## config.mk

```make
export PLATFORM = sky130hd
export DESIGN_NAME = network_mac_requant_flat
export DESIGN_NICKNAME = d
export VERILOG_FILES = /design/src/rtl/network_mac_requant_pkg.sv /design/src/rtl/network_mac_requant_if.sv /design/src/rtl/network_mac_requant_round_sat.sv /design/src/rtl/network_mac_requant.sv /design/src/flat_wrapper.sv
export SDC_FILE = /design/constraint.sdc
export NUM_CORES = 1
export LEC_CHECK = 0
export ABC_CLOCK_PERIOD_IN_PS = 7300
export CAP_MARGIN = 15
export CORE_UTILIZATION = 28
export CTS_CLUSTER_SIZE = 16
export DETAILED_ROUTE_END_ITERATION = 8
export DONT_BUFFER_PORTS = 1
export PLACE_DENSITY = 0.52
export REMOVE_ABC_BUFFERS = 1
export SLEW_MARGIN = 20
export SYNTH_ARGS = -nofsm -noshare
export SYNTH_HDL_FRONTEND = slang
export SYNTH_SLANG_ARGS = --single-unit
```

## constraint.sdc

```tcl
create_clock -name ap_clk -period 7.3 [get_ports ap_clk]
set_clock_uncertainty 0.05 [all_clocks]
set_input_delay 0.73 -clock ap_clk [delete_from_list [all_inputs] [get_ports ap_clk]]
set_output_delay 0.73 -clock ap_clk [all_outputs]
set_load 0.05 [all_outputs]
```

## src/rtl/network_mac_requant_pkg.sv

```systemverilog
// ---------------------------------------------------------------------------
// network_mac_pkg
//   Shared constants and types for the MAC/requantisation stage that follows
//   the 16s x 14s product multiplier in the convolution datapath.
//   - PROD_W / ACC_W / OUT_W : default product, accumulator and activation widths
//   - OUT_MAX / OUT_MIN      : saturation limits of the default activation format
//   - state_e                : window state (EMPTY = no beat yet, ACCUM = mid-window)
// ---------------------------------------------------------------------------
package network_mac_pkg;

  localparam int PROD_W = 30;
  localparam int ACC_W  = 40;
  localparam int OUT_W  = 16;

  localparam logic signed [OUT_W-1:0] OUT_MAX = {1'b0, {(OUT_W-1){1'b1}}};
  localparam logic signed [OUT_W-1:0] OUT_MIN = {1'b1, {(OUT_W-1){1'b0}}};

  typedef enum logic {
    EMPTY = 1'b0,
    ACCUM = 1'b1
  } state_e;

endpackage

```

## src/rtl/network_mac_requant_if.sv

```systemverilog
// ---------------------------------------------------------------------------
// network_mac_requant_if
//   Product-in / activation-out handshake bundle of network_mac_requant.
//   Input side : in_valid, in_ready, in_data (signed product), in_last, bias
//   Output side: out_valid, out_ready, out_data (signed activation)
//   Modports:
//     slave  - the MAC block (consumes products, produces activations)
//     master - the surrounding datapath (drives products, takes activations)
// ---------------------------------------------------------------------------
interface network_mac_requant_if #(
  parameter int PROD_W = network_mac_pkg::PROD_W,
  parameter int OUT_W  = network_mac_pkg::OUT_W
);

  logic              in_valid;
  logic              in_ready;
  logic [PROD_W-1:0] in_data;
  logic              in_last;
  logic [OUT_W-1:0]  bias;
  logic              out_valid;
  logic              out_ready;
  logic [OUT_W-1:0]  out_data;

  modport slave (
    input  in_valid, in_data, in_last, bias, out_ready,
    output in_ready, out_valid, out_data
  );

  modport master (
    output in_valid, in_data, in_last, bias, out_ready,
    input  in_ready, out_valid, out_data
  );

endinterface

```

## src/rtl/network_mac_requant_round_sat.sv

```systemverilog
// ---------------------------------------------------------------------------
// network_round_sat
//   Combinational requantiser: round-half-up arithmetic right shift of an
//   ACC_W-bit signed sum by SHIFT, then saturation to OUT_W signed bits.
//   Optional macro NETWORK_MAC_RELU_EN: negative saturated results become 0.
//   Ports:
//     sum_i : ACC_W signed accumulator value
//     res_o : OUT_W signed (or ReLU-clamped) activation
// ---------------------------------------------------------------------------
module network_round_sat #(
  parameter int ACC_W = network_mac_pkg::ACC_W,
  parameter int OUT_W = network_mac_pkg::OUT_W,
  parameter int SHIFT = 14
) (
  input  logic signed [ACC_W-1:0] sum_i,
  output logic        [OUT_W-1:0] res_o
);

  // Adding half an output LSB before the arithmetic shift rounds ties
  // toward +inf, for negative as well as positive sums.
  localparam logic signed [ACC_W-1:0] HALF   = ACC_W'(1) << (SHIFT - 1);
  localparam logic signed [ACC_W-1:0] OUT_HI = (ACC_W'(1) << (OUT_W - 1)) - ACC_W'(1);
  localparam logic signed [ACC_W-1:0] OUT_LO = ~OUT_HI;

  logic signed [ACC_W-1:0] rounded;
  logic signed [OUT_W-1:0] sat;

  always_comb begin
    rounded = (sum_i + HALF) >>> SHIFT;

    if (rounded > OUT_HI) begin
      sat = OUT_HI[OUT_W-1:0];
    end else if (rounded < OUT_LO) begin
      sat = OUT_LO[OUT_W-1:0];
    end else begin
      sat = rounded[OUT_W-1:0];
    end

`ifdef NETWORK_MAC_RELU_EN
    res_o = sat[OUT_W-1] ? '0 : sat;
`else
    res_o = sat;
`endif
  end

endmodule

```

## src/rtl/network_mac_requant.sv

```systemverilog
// ---------------------------------------------------------------------------
// network_mac_requant
//   Accumulates one kernel window of signed products, adds the per-channel
//   bias (sampled on the first beat, pre-scaled by 2^SHIFT), requantises via
//   network_round_sat and holds one activation in an output register.
//   Optional macro NETWORK_MAC_RELU_EN (handled in network_round_sat) fuses
//   a ReLU onto the result; handshake and latency are unchanged.
//   Ports:
//     ap_clk   : clock, rising edge
//     ap_rst_n : asynchronous active-low reset
//     bus      : network_mac_requant_if.slave (product in, activation out)
//     ovf_err  : sticky, a window ran past MAX_TERMS beats
// ---------------------------------------------------------------------------
module network_mac_requant #(
  parameter int PROD_W    = network_mac_pkg::PROD_W,
  parameter int ACC_W     = network_mac_pkg::ACC_W,
  parameter int OUT_W     = network_mac_pkg::OUT_W,
  parameter int SHIFT     = 14,
  parameter int MAX_TERMS = 256
) (
  input  logic                        ap_clk,
  input  logic                        ap_rst_n,
  network_mac_requant_if.slave        bus,
  output logic                        ovf_err
);

  import network_mac_pkg::*;

  localparam int CNT_W = $clog2(MAX_TERMS + 1);

  if (ACC_W < PROD_W + $clog2(MAX_TERMS) + 1 || ACC_W < OUT_W + SHIFT || SHIFT < 1) begin : g_bad_cfg
    $error("network_mac_requant: ACC_W too narrow or SHIFT < 1");
  end

  state_e                  state_q, state_d;
  logic signed [ACC_W-1:0] acc_q, acc_d;
  logic [CNT_W-1:0]        cnt_q, cnt_d;
  logic [OUT_W-1:0]        out_data_q, out_data_d;
  logic                    out_valid_q, out_valid_d;
  logic                    ovf_q, ovf_d;

  logic                    in_ready;
  logic                    beat;
  logic                    cnt_at_max;
  logic signed [ACC_W-1:0] prod_ext;
  logic signed [ACC_W-1:0] bias_ext;
  logic signed [ACC_W-1:0] sum;
  logic [OUT_W-1:0]        rs_data;

  // The single output register may be overwritten in the same cycle it drains.
  assign in_ready   = !out_valid_q || bus.out_ready;
  assign beat       = bus.in_valid && in_ready;
  assign cnt_at_max = (cnt_q == CNT_W'(MAX_TERMS));

  assign prod_ext = {{(ACC_W-PROD_W){bus.in_data[PROD_W-1]}}, bus.in_data};
  assign bias_ext = {{(ACC_W-OUT_W-SHIFT){bus.bias[OUT_W-1]}}, bus.bias, {SHIFT{1'b0}}};

  // Next accumulator value for an accepted beat; the first beat of a window
  // starts from the scaled bias instead of the (cleared) accumulator.
  assign sum = (state_q == EMPTY) ? bias_ext + prod_ext : acc_q + prod_ext;

  network_round_sat #(
    .ACC_W (ACC_W),
    .OUT_W (OUT_W),
    .SHIFT (SHIFT)
  ) u_round_sat (
    .sum_i (sum),
    .res_o (rs_data)
  );

  // NOTE: every output of a combinational block gets a default first, so no
  // path leaves a variable unassigned and no latch is inferred.
  always_comb begin
    state_d     = state_q;
    acc_d       = acc_q;
    cnt_d       = cnt_q;
    out_data_d  = out_data_q;
    out_valid_d = out_valid_q && !bus.out_ready;
    ovf_d       = ovf_q;

    if (beat) begin
      if (bus.in_last) begin
        state_d     = EMPTY;
        acc_d       = '0;
        cnt_d       = '0;
        out_data_d  = rs_data;
        out_valid_d = 1'b1;
      end else begin
        state_d = ACCUM;
        acc_d   = sum;
        // Past MAX_TERMS the count parks at the limit so the error keeps
        // tracking; the accumulator itself simply wraps at ACC_W.
        if (cnt_at_max) begin
          ovf_d = 1'b1;
        end else begin
          cnt_d = cnt_q + CNT_W'(1);
        end
      end
    end
  end

  // NOTE: state registers use non-blocking assignments so every flop samples
  // the pre-edge value of every other flop, independent of statement order.
  always_ff @(posedge ap_clk or negedge ap_rst_n) begin
    if (!ap_rst_n) begin
      state_q     <= EMPTY;
      acc_q       <= '0;
      cnt_q       <= '0;
      out_data_q  <= '0;
      out_valid_q <= 1'b0;
      ovf_q       <= 1'b0;
    end else begin
      state_q     <= state_d;
      acc_q       <= acc_d;
      cnt_q       <= cnt_d;
      out_data_q  <= out_data_d;
      out_valid_q <= out_valid_d;
      ovf_q       <= ovf_d;
    end
  end

  assign bus.in_ready  = in_ready;
  assign bus.out_valid = out_valid_q;
  assign bus.out_data  = out_data_q;
  assign ovf_err       = ovf_q;

endmodule

```

## src/flat_wrapper.sv

```systemverilog
// flat-port wrapper written by rule: the top's interface ports become plain ports
module network_mac_requant_flat import network_mac_pkg::*;
#(
  parameter int PROD_W    = network_mac_pkg::PROD_W,
  parameter int ACC_W     = network_mac_pkg::ACC_W,
  parameter int OUT_W     = network_mac_pkg::OUT_W,
  parameter int SHIFT     = 14,
  parameter int MAX_TERMS = 256
)
  (ap_clk, ap_rst_n, ovf_err, bus_in_valid, bus_in_data, bus_in_last, bus_bias, bus_out_ready, bus_in_ready, bus_out_valid, bus_out_data);
  network_mac_requant_if #(.PROD_W(PROD_W), .OUT_W(OUT_W)) bus_i ();
  input  logic ap_clk;
  input  logic ap_rst_n;
  output logic ovf_err;
  input wire logic [$bits(bus_i.in_valid)-1:0] bus_in_valid;
  input wire logic [$bits(bus_i.in_data)-1:0] bus_in_data;
  input wire logic [$bits(bus_i.in_last)-1:0] bus_in_last;
  input wire logic [$bits(bus_i.bias)-1:0] bus_bias;
  input wire logic [$bits(bus_i.out_ready)-1:0] bus_out_ready;
  output wire logic [$bits(bus_i.in_ready)-1:0] bus_in_ready;
  output wire logic [$bits(bus_i.out_valid)-1:0] bus_out_valid;
  output wire logic [$bits(bus_i.out_data)-1:0] bus_out_data;
  assign bus_i.in_valid = bus_in_valid;
  assign bus_i.in_data = bus_in_data;
  assign bus_i.in_last = bus_in_last;
  assign bus_i.bias = bus_bias;
  assign bus_i.out_ready = bus_out_ready;
  assign bus_in_ready = bus_i.in_ready;
  assign bus_out_valid = bus_i.out_valid;
  assign bus_out_data = bus_i.out_data;
  network_mac_requant #(.PROD_W(PROD_W), .ACC_W(ACC_W), .OUT_W(OUT_W), .SHIFT(SHIFT), .MAX_TERMS(MAX_TERMS)) u_core (.ap_clk(ap_clk), .ap_rst_n(ap_rst_n), .bus(bus_i), .ovf_err(ovf_err));
endmodule
```

# After elaboration in Yosys (flattened, before gate mapping)
# Cells that the tools add are included.
# classes
addsub,4
n_mul,0
div_mod_pow,0
order_cmp,2
n_eq_ne,2
shift,0
mux,9
bitwise,1
n_reduce_logical,8
# op_table
op,n
two-way mux 40 bit,2
adder 40 x 15 -> 40 bit (second input constant),1
adder 40 x 30 -> 40 bit,1
two-way mux 16 bit,2
adder 30 x 30 -> 31 bit,1
> comparator 26 x 16 -> 1 bit (second input constant),1
less-than comparator 26 x 16 -> 1 bit (second input constant),1
two-way mux 9 bit,2
adder 9 x 1 -> 9 bit (second input constant),1
== test 9 bit (second input constant),1
AND reduction 2 bit,2
two-way mux 1 bit,3
AND reduction 3 bit,1
logical AND 1 bit,2
logical NOT 1 bit,2
inequality test 2 bit (second input constant),1
logical OR 1 bit,1
inverter 1 bit,1
# totals
register_bits,68
latchBits,0
mem_bits_rw,0
mem_bits_ro,0
inputBits,51
elab_cells,32
memories,0

# Longest topological paths before layout
# Gate-level depths: netlist (run 1).
# logic_depth
word_depth,6
depth_mapped,20

# Hierarchy
# Synthesis (run 1) repeated with hierarchy kept, for this count alone.
# unflattened
cells_unflattened,799
hier_area_um2,6742.7
# by_module_without_submodules
mod,n_inst,cells_per_inst,area_each_um2,seq_area_each_um2
network_mac_requant,1,690,5943.2,1701.6
network_round_sat,1,109,799.5,0.0

# Worst setup path before layout (run 1)
# OpenSTA, ideal clock, no wires.
# synth_timing
path_kind,input to register
start,input bus_in_data[0]
end,"register u_core.out_data_q[2], in the netlist u_core.bus.out_data[2]"
setup_ns,0.073
arrival_ns,4.470
required_time_ns,7.177
slack_ns,2.707
cell_stages,17
n_path_buf,1
cell_sequence,ha_1 -> inv_1 -> fa_1 -> nand2b_1 -> a211oi_2 -> o21bai_2 -> a2111oi_4 -> nor3_1 -> nor3b_1 -> o2111a_2 -> nand2_2 -> or4_4 -> a211o_1 -> o22ai_2 -> buf_6 -> nand2_1 -> a21oi_2
# synth_between
elab_chain_len,6
# synth_lines
element,line,text
from (decl),flat_wrapper.sv:16,input wire logic [$bits(bus_i.in_data)-1:0] bus_in_data;
adder 40 x 30 -> 40 bit or adder 30 x 30 -> 31 bit (tied branches),network_mac_requant.sv:60,assign sum = (state_q == EMPTY) ? bias_ext + prod_ext : acc_q + prod_ext;
two-way mux 40 bit *,network_mac_requant.sv:60,
adder 40 x 15 -> 40 bit *,network_mac_requant_round_sat.sv:29,rounded = (sum_i + HALF) >>> SHIFT;
less-than comparator 26 x 16 -> 1 bit,network_mac_requant_round_sat.sv:33,end else if (rounded < OUT_LO) begin
two-way mux 16 bit,network_mac_requant_round_sat.sv:33,
two-way mux 16 bit *,network_mac_requant_round_sat.sv:31,if (rounded > OUT_HI) begin
to (signal assigned),network_mac_requant.sv:116,out_data_q <= out_data_d;
to (decl),network_mac_requant.sv:38,"logic [OUT_W-1:0] out_data_q, out_data_d;"
# Every way passes the cells marked *; elsewhere a longest branch is shown, timed or not.
# A chain may end at the register's enable or synchronous reset.

# Final worst setup path (run 1)
# layout_timing
start,input bus_in_data[0]
end,"register u_core.out_data_q[3], in the netlist u_core.bus.out_data[3]"
# The elaborated chain is that of the path after synthesis.

==> results of run 1 <==
placed cells by master, fill, tap and decap left out, drive strengths merged, types with 4 or more instances in the layout:
cell / count
or3: 8
o31ai: 8
nand4: 22
nand2b: 13
nor2: 79
o211ai: 6
and3: 10
mux2i: 18
a211oi: 8
o221ai: 5
mux2: 4
a21oi: 85
bufinv: 4
nand2: 119
nor4: 6
buf: 6
a21boi: 5
nor2b: 8
or4: 5
a31oi: 13
nor3: 31
xor2: 18
o21ai: 75
a22o: 9
and4: 5
xnor2: 26
nand3b: 4
a21o: 20
and2: 8
inv: 21
clkbuf: 9
o22ai: 8
o21a: 19
nor4b: 4
ha: 58
a211o: 7
dfrtp: 68
o21bai: 6
nand3: 23
final timing paths:
kind                            cells past startpoint                      to        startpoint
worst max register to register                     16  u_core.bus.out_data[3]   u_core.acc_q[0]
worst max-delay path                               16  u_core.bus.out_data[3]    bus_in_data[0]
worst min-delay path                                0        u_core.acc_q[10]          ap_rst_n
worst min register to register                      2        u_core.acc_q[38]  u_core.acc_q[38]
max in group asynchronous                           0         u_core.cnt_q[1]          ap_rst_n
min in group ap_clk                                 1         u_core.acc_q[1]       bus_in_last
report_power, final:
group          internal, mW  switching [mW]  total, mW
Clock                 0.368           0.194      0.563
Sequential            0.460           0.189      0.649
Combinational         0.392           0.651       1.04
worst max-delay path, cell delays in order:
cell and delay, ns:
ha_1 0.18, inv_1 0.07, fa_1 0.40, nand2b_1 0.20, a211oi_2 0.36, o21bai_2 0.19, a2111oi_4 0.51, nor3_1 0.10
nor3b_1 0.63, nand3_1 0.13, nor4bb_1 0.62, nand3_1 0.26, o31a_1 0.34, o22ai_2 0.61, nand3b_1 0.15, a21oi_1 0.19
stage by stage:
step | setup slack (ns) | utilization, % | hold WS [ns] | power, mW
floorplan | 2.32 | - | 0.384 | 1.42
global placement | 1.45 | 29.7 | 0.388 | 1.68
detailed placement | 1.44 | 29.7 | 0.388 | 1.68
CTS | 1.77 | 31.1 | 0.00896 | 2.26
global route | 1.39 | 31.1 | 0.00431 | 2.41
finish | 1.84 | 31.1 | 0.0130 | 2.25
cell type report:
cell class	count	share of cell area, %
clock buffer	9	2.86
clock inverter	6	1.73
inverter	20	0.952
multi-input combinational	796	67.1
sequential	68	21.6
tap	330	5.23
timing repair buffer	6	0.571
synthesized netlist by cell type, types with 11 or more instances:
cell | count | area share (%)
nand2b_1 | 13 | 1.1
buf_2 | 17 | 1.2
a21o_1 | 20 | 2.1
inv_1 | 20 | 1.0
a21oi_2 | 11 | 1.3
nor2_1 | 79 | 4.1
o21a_1 | 19 | 2.0
ha_1 | 58 | 10
nand3_1 | 23 | 1.6
a31oi_1 | 13 | 1.1
dfrtp_1 | 68 | 23
xor2_1 | 18 | 2.2
xnor2_1 | 26 | 3.1
nor3_1 | 30 | 2.1
nand4_1 | 22 | 1.9
a21oi_1 | 74 | 5.1
clkbuf_1 | 20 | 1.0
o21ai_0 | 71 | 4.9
nand2_1 | 117 | 6.0
mux2i_1 | 18 | 2.5
cells by family after synthesis:
group	synth area share (%)
compound gates	29.3
xor+xnor	5.29
fa+ha+maj	10.5
buf+inv	4.01
flops	23.4
mux	3.09
simple gates	24.4
sequential cells by signal, indices dropped and copies added, names as in the netlist:
register and count:
u_core.acc_q 40, u_core.bus.out_data 16, u_core.bus.out_valid 1, u_core.cnt_q 9, u_core.ovf_err 1, u_core.state_q 1
routing by layer:
metal  global-route usage, %  up-vias
li1                        -     3410
met1                    25.3     3227
met2                    28.5      174
met3                    3.38       18
met4                    4.59        0
met5                       0        -
==> flow_summary.json, run 1 <==
{
  "route.detailed.drc": 0,
  "p_per_area_nw_per_um2": 286,
  "io_buffers": 0,
  "rsz0062_at_grt": "false",
  "antenna_found_initial": 0,
  "grtUsageTotal_pct": 18.1,
  "place_inst": 1220,
  "drt-met1-wl_um": 11600,
  "dr_wl_met2_um": 10200,
  "start_util_pct": 28.7,
  "syn2layout_area_growth_pct": 8.37,
  "clock_path_buffers": 2,
  "rows": 58,
  "syn_avg_cell_area_um2": 7.83,
  "finalWirelength_um": 23500,
  "hold_viol": 0,
  "ys.flop_type": "dfrtp_1",
  "period_minus_slack_ns": 5.46,
  "end_kind": "register",
  "die_h_um": 163,
  "cts_resized": 0,
  "vias": 6829,
  "nets": 1012,
  "cts_made_buffers": 9,
  "drtPass1Iterations": 5,
  "ys_ff_latch": 68,
  "hp-class": "input pin to async pin",
  "synth_warnings": 0,
  "final_cell_count_no_fill": 1235,
  "drt_iter0_markers": 465,
  "clk_latency_ns": 0.36,
  "critPathKind": "input pin to register",
  "cts_hold_repair.buffers": 0,
  "slew_headroom_pct": 30.0,
  "routedWlPerCell_um": 19.0,
  "grt_pass1_vias": 6723,
  "dieArea_um2": 26600,
  "grt.overflow.total": 0,
  "gp_congestion": 0.856,
  "startpoint_type": "input pin",
  "vdd_ir_drop_max_mv": 0.127,
  "top_layer": "met4",
  "r2r_slack_ns": 1.86,
  "drive_above_1_share_pct": 7.40,
  "clk_pin_slew_ns": 0.07,
  "synth-seq-area-share_pct": 23.4,
  "setup_tns_ns": 0,
  "cts.sinks": 68,
  "yosysUniqueCellTypes": 87,
  "wl_met3_um": 1350,
  "grt_max_degree": 69,
  "synth_edf_count": 0,
  "grt_pass1_wl_um": 37600,
  "root_buffer": "clkbuf_16",
  "status": "complete, no violations",
  "tightest_slew_ns": 1.05,
  "htree_levels": 3,
  "synthArstFlopShare_pct": 100,
  "max_freq_mhz": 183,
  "dpl-instance-area_um2": 7530,
  "finalSetupViolations": 0,
  "worstPathMaxFanout": 15,
  "nFillCells": 2705,
  "seqCellArea_um2": 1700,
  "design_area_um2": 7890,
  "slew_violations": 0,
  "pin_count": 70,
  "post-route-period-util_pct": 74.8,
  "core_um2": 25300,
  "via_per_inst": 5.53,
  "cap_violations": 0,
  "multi_input_area_um2": 5290,
  "die_w_um": 163,
  "syn_inst": 929,
  "place_hpwl_um": 17900,
  "antenna_cells": 0,
  "worstPathArrival_ns": 5.69,
  "worst_ep_required_time_ns": 7.53,
  "power_leakage_nw": 3.24,
  "ant_nets": 0,
  "netlist_area_um2": 7280,
  "cts_tree": "yes",
  "postCtsSetupBuffers": 0
}
(Power assumes the default switching activity.)
==> run 2, diff against run 1 <==
--- a/config.mk
+++ b/config.mk
@@ -5,13 +5,13 @@
 export SDC_FILE = /design/constraint.sdc
 export NUM_CORES = 1
 export LEC_CHECK = 0
-export ABC_CLOCK_PERIOD_IN_PS = 7300
+export ABC_CLOCK_PERIOD_IN_PS = 4500
 export CAP_MARGIN = 15
 export CORE_UTILIZATION = 28
 export CTS_CLUSTER_SIZE = 16
 export DETAILED_ROUTE_END_ITERATION = 8
 export DONT_BUFFER_PORTS = 1
-export PLACE_DENSITY = 0.52
+export PLACE_DENSITY = 0.54
 export REMOVE_ABC_BUFFERS = 1
 export SLEW_MARGIN = 20
 export SYNTH_ARGS = -nofsm -noshare
==> constraint.sdc (replaced) <==
create_clock -name ap_clk -period 4.5 [get_ports ap_clk]
set_clock_uncertainty 0.05 [all_clocks]
set_input_delay 0.45 -clock ap_clk [delete_from_list [all_inputs] [get_ports ap_clk]]
set_output_delay 0.45 -clock ap_clk [all_outputs]
set_load 0.05 [all_outputs]
==> flow_summary.json, run 2 (synthesis gave the netlist of run 1 again) <==
{
  "crit_family": "compound AO/OA/AOI/OAI gates",
  "drtPass1Iterations": 5,
  "period_minus_slack_ns": 4.44,
  "p_per_area_nw_per_um2": 427,
  "antenna_cells": 0,
  "startpoint_type": "register",
  "dpl-instance-area_um2": 8980,
  "pwr-share-seq_pct": 24.8,
  "cts_made_buffers": 9,
  "post-route-period-util_pct": 98.7,
  "slew_violations": 0,
  "vias": 7771,
  "grt_max_degree": 69,
  "slowest_stage": "or4_4",
  "routedWlPerCell_um": 18.1,
  "grt.overflow.total": 0,
  "via_per_inst": 5.38,
  "path_common_cell": "nand2b_4",
  "drt_iter0_markers": 665,
  "root_buffer": "clkbuf_16",
  "core_um2": 25300,
  "worst-path-buf-inv": 3,
  "tightest_slew_ns": 0.666,
  "crit_chain": "ha_2 -> inv_2 -> fa_2 -> nand2b_4 -> a211oi_4 -> o21bai_4 -> a2111oi_4 -> buf_4 -> o21ai_0 -> nor4bb_2 -> o31a_1 -> nand2b_4 -> or4_4 -> a211o_1 -> o22ai_4 -> clkbuf_16 -> nand2_1 -> a21oi_1",
  "rsz0062_at_grt": "true",
  "nFillCells": 2537,
  "die_w_um": 163,
  "max_freq_mhz": 225,
  "cap_violations": 0,
  "clk_latency_ns": 0.35,
  "final_util_pct": 39.2,
  "finalWirelength_um": 26100,
  "dieArea_um2": 26600,
  "rows": 58,
  "die_h_um": 163,
  "hold_ws_ns": 0.134,
  "gp_congestion": 0.918,
  "largest_register_ffs": 40,
  "pin_count": 70,
  "final_cell_mix": "207 x buf_4, 107 x nand2_1, 76 x nor2_1, 67 x dfrtp_1",
  "vdd_ir_drop_max_mv": 0.181,
  "route.detailed.drc": 0,
  "htree_levels": 3,
  "hold_viol": 0,
  "drive_above_1_share_pct": 30.4,
  "slew_headroom_pct": 55.5,
  "netSwitchingPower_mw": 1.95,
  "worstPathArrival_ns": 4.68,
  "regMostFlops": "u_core.acc_q",
  "p_int_mw": 2.29,
  "grt_pass1_wl_um": 41600,
  "worst_ep_required_time_ns": 4.73,
  "finalSetupViolations": 0,
  "cpPeakStageDelay_ns": 0.48,
  "design_area_um2": 9930,
  "grt_pass1_vias": 7624,
  "cts.sinks": 68,
  "clk_pin_slew_ns": 0.07,
  "p_clk_share_pct": 16.6,
  "clock_path_buffers": 2,
  "place_hpwl_um": 20200,
  "grtUsageTotal_pct": 19.9,
  "ant_nets": 0,
  "p_comb_share_pct": 58.6,
  "status": "complete, no violations",
  "final_common_cell": "buf_4",
  "cts_tree": "yes",
  "end_kind": "register",
  "syn2layout_area_growth_pct": 36.5,
  "p_total_mw": 4.24,
  "p_sw_share_pct": 46.0,
  "io_buffers": 0,
  "start_util_pct": 28.7,
  "seqCellArea_um2": 1700,
  "multi_input_area_um2": 5770,
  "antenna_found_initial": 0,
  "hp-class": "input pin to register",
  "critPathKind": "register to register",
  "nets": 1221,
  "power_leakage_nw": 4.32,
  "worstPathMaxFanout": 7
}
[run 2: changes by cell type in the layout (fill, tap and decap cells not counted), sizes merged]
| cell | delta |
|---|---|
| dlygate4sd3 | +1 |
| bufinv | -4 |
| buf | +207 |
| inv | +1 |
| clkinv | +3 |
| clkbuf | +2 |
[run 2: power by group through the flow]
stage	clock, mW	sequential, mW	combinational [mW]
after floorplan	0	1.03	1.27
after global placement	0	1.06	2.16
after detailed placement	0	1.06	2.18
after CTS	0.721	1.05	2.24
after global routing	0.748	1.07	2.72
final	0.705	1.05	2.48
[run 2: routing by layer]
layer  vias up  share of wire, %  global-route usage [%]
met4         0               1.1                    3.74
met1      3696                48                    28.1
li1       3836                 -                       -
met3        20               6.1                    3.96
met2       219                45                    31.4
met5         -                 0                       0
[run 2: worst paths after layout]
path | start | slack [ns] | end | cells past startpoint
min in group asynchronous | ap_rst_n | 0.61 | u_core.acc_q[11] | 2
min reg2reg | u_core.acc_q[38] | 0.44 | u_core.acc_q[38] | 2
max | u_core.acc_q[0] | 0.06 | u_core.bus.out_data[1] | 18
min | bus_in_last | 0.13 | u_core.acc_q[1] | 1
max in group asynchronous | ap_rst_n | 3.48 | u_core.state_q | 2
max reg2reg | u_core.acc_q[0] | 0.06 | u_core.bus.out_data[1] | 18
[run 2: timing repair]
| item | CTS | global route |
|---|---|---|
| setup endpoints to repair | 15 | 16 |
| gates cloned | 0 | 1 |
| gates resized for setup | 6 | 89 |
| hold endpoints to repair | 68 | 0 |
| setup buffers | 2 | 12 |
| hold buffers | 2 | 0 |
| pin swaps | 3 | 51 |
[run 2: cell type report]
class / count / area share (%)
multi-input cells: 796 / 58.1
flip-flops and latches: 68 / 17.1
repair buffers: 215 / 17.1
well taps: 330 / 4.16
clock buffers: 10 / 2.31
inverters: 20 / 0.756
clock inverters: 6 / 0.479
[run 2: through the flow]
step / TNS (ns) / setup WS [ns] / instances
detailed placement: -8.93 / -0.671 / 1412
floorplan: -6.84 / -0.478 / 884
global route: -0.727 / -0.0580 / 1445
finish: 0 / 0.0565 / 1445
CTS: 0 / 0.0244 / 1432
global placement: -7.42 / -0.534 / 1412
[run 2: worst reg2reg max path, cell delays in order (launching register included)]
cell and delay, ns:
dfrtp_1 0.35, ha_2 0.19, inv_2 0.04, fa_2 0.37
nand2b_4 0.17, a211oi_4 0.30, o21bai_4 0.13, a2111oi_4 0.37
buf_4 0.20, o21ai_0 0.07, nor4bb_2 0.19, o31a_1 0.35
nand2b_4 0.17, or4_4 0.48, a211o_1 0.32, o22ai_4 0.23
clkbuf_16 0.24, nand2_1 0.06, a21oi_1 0.11
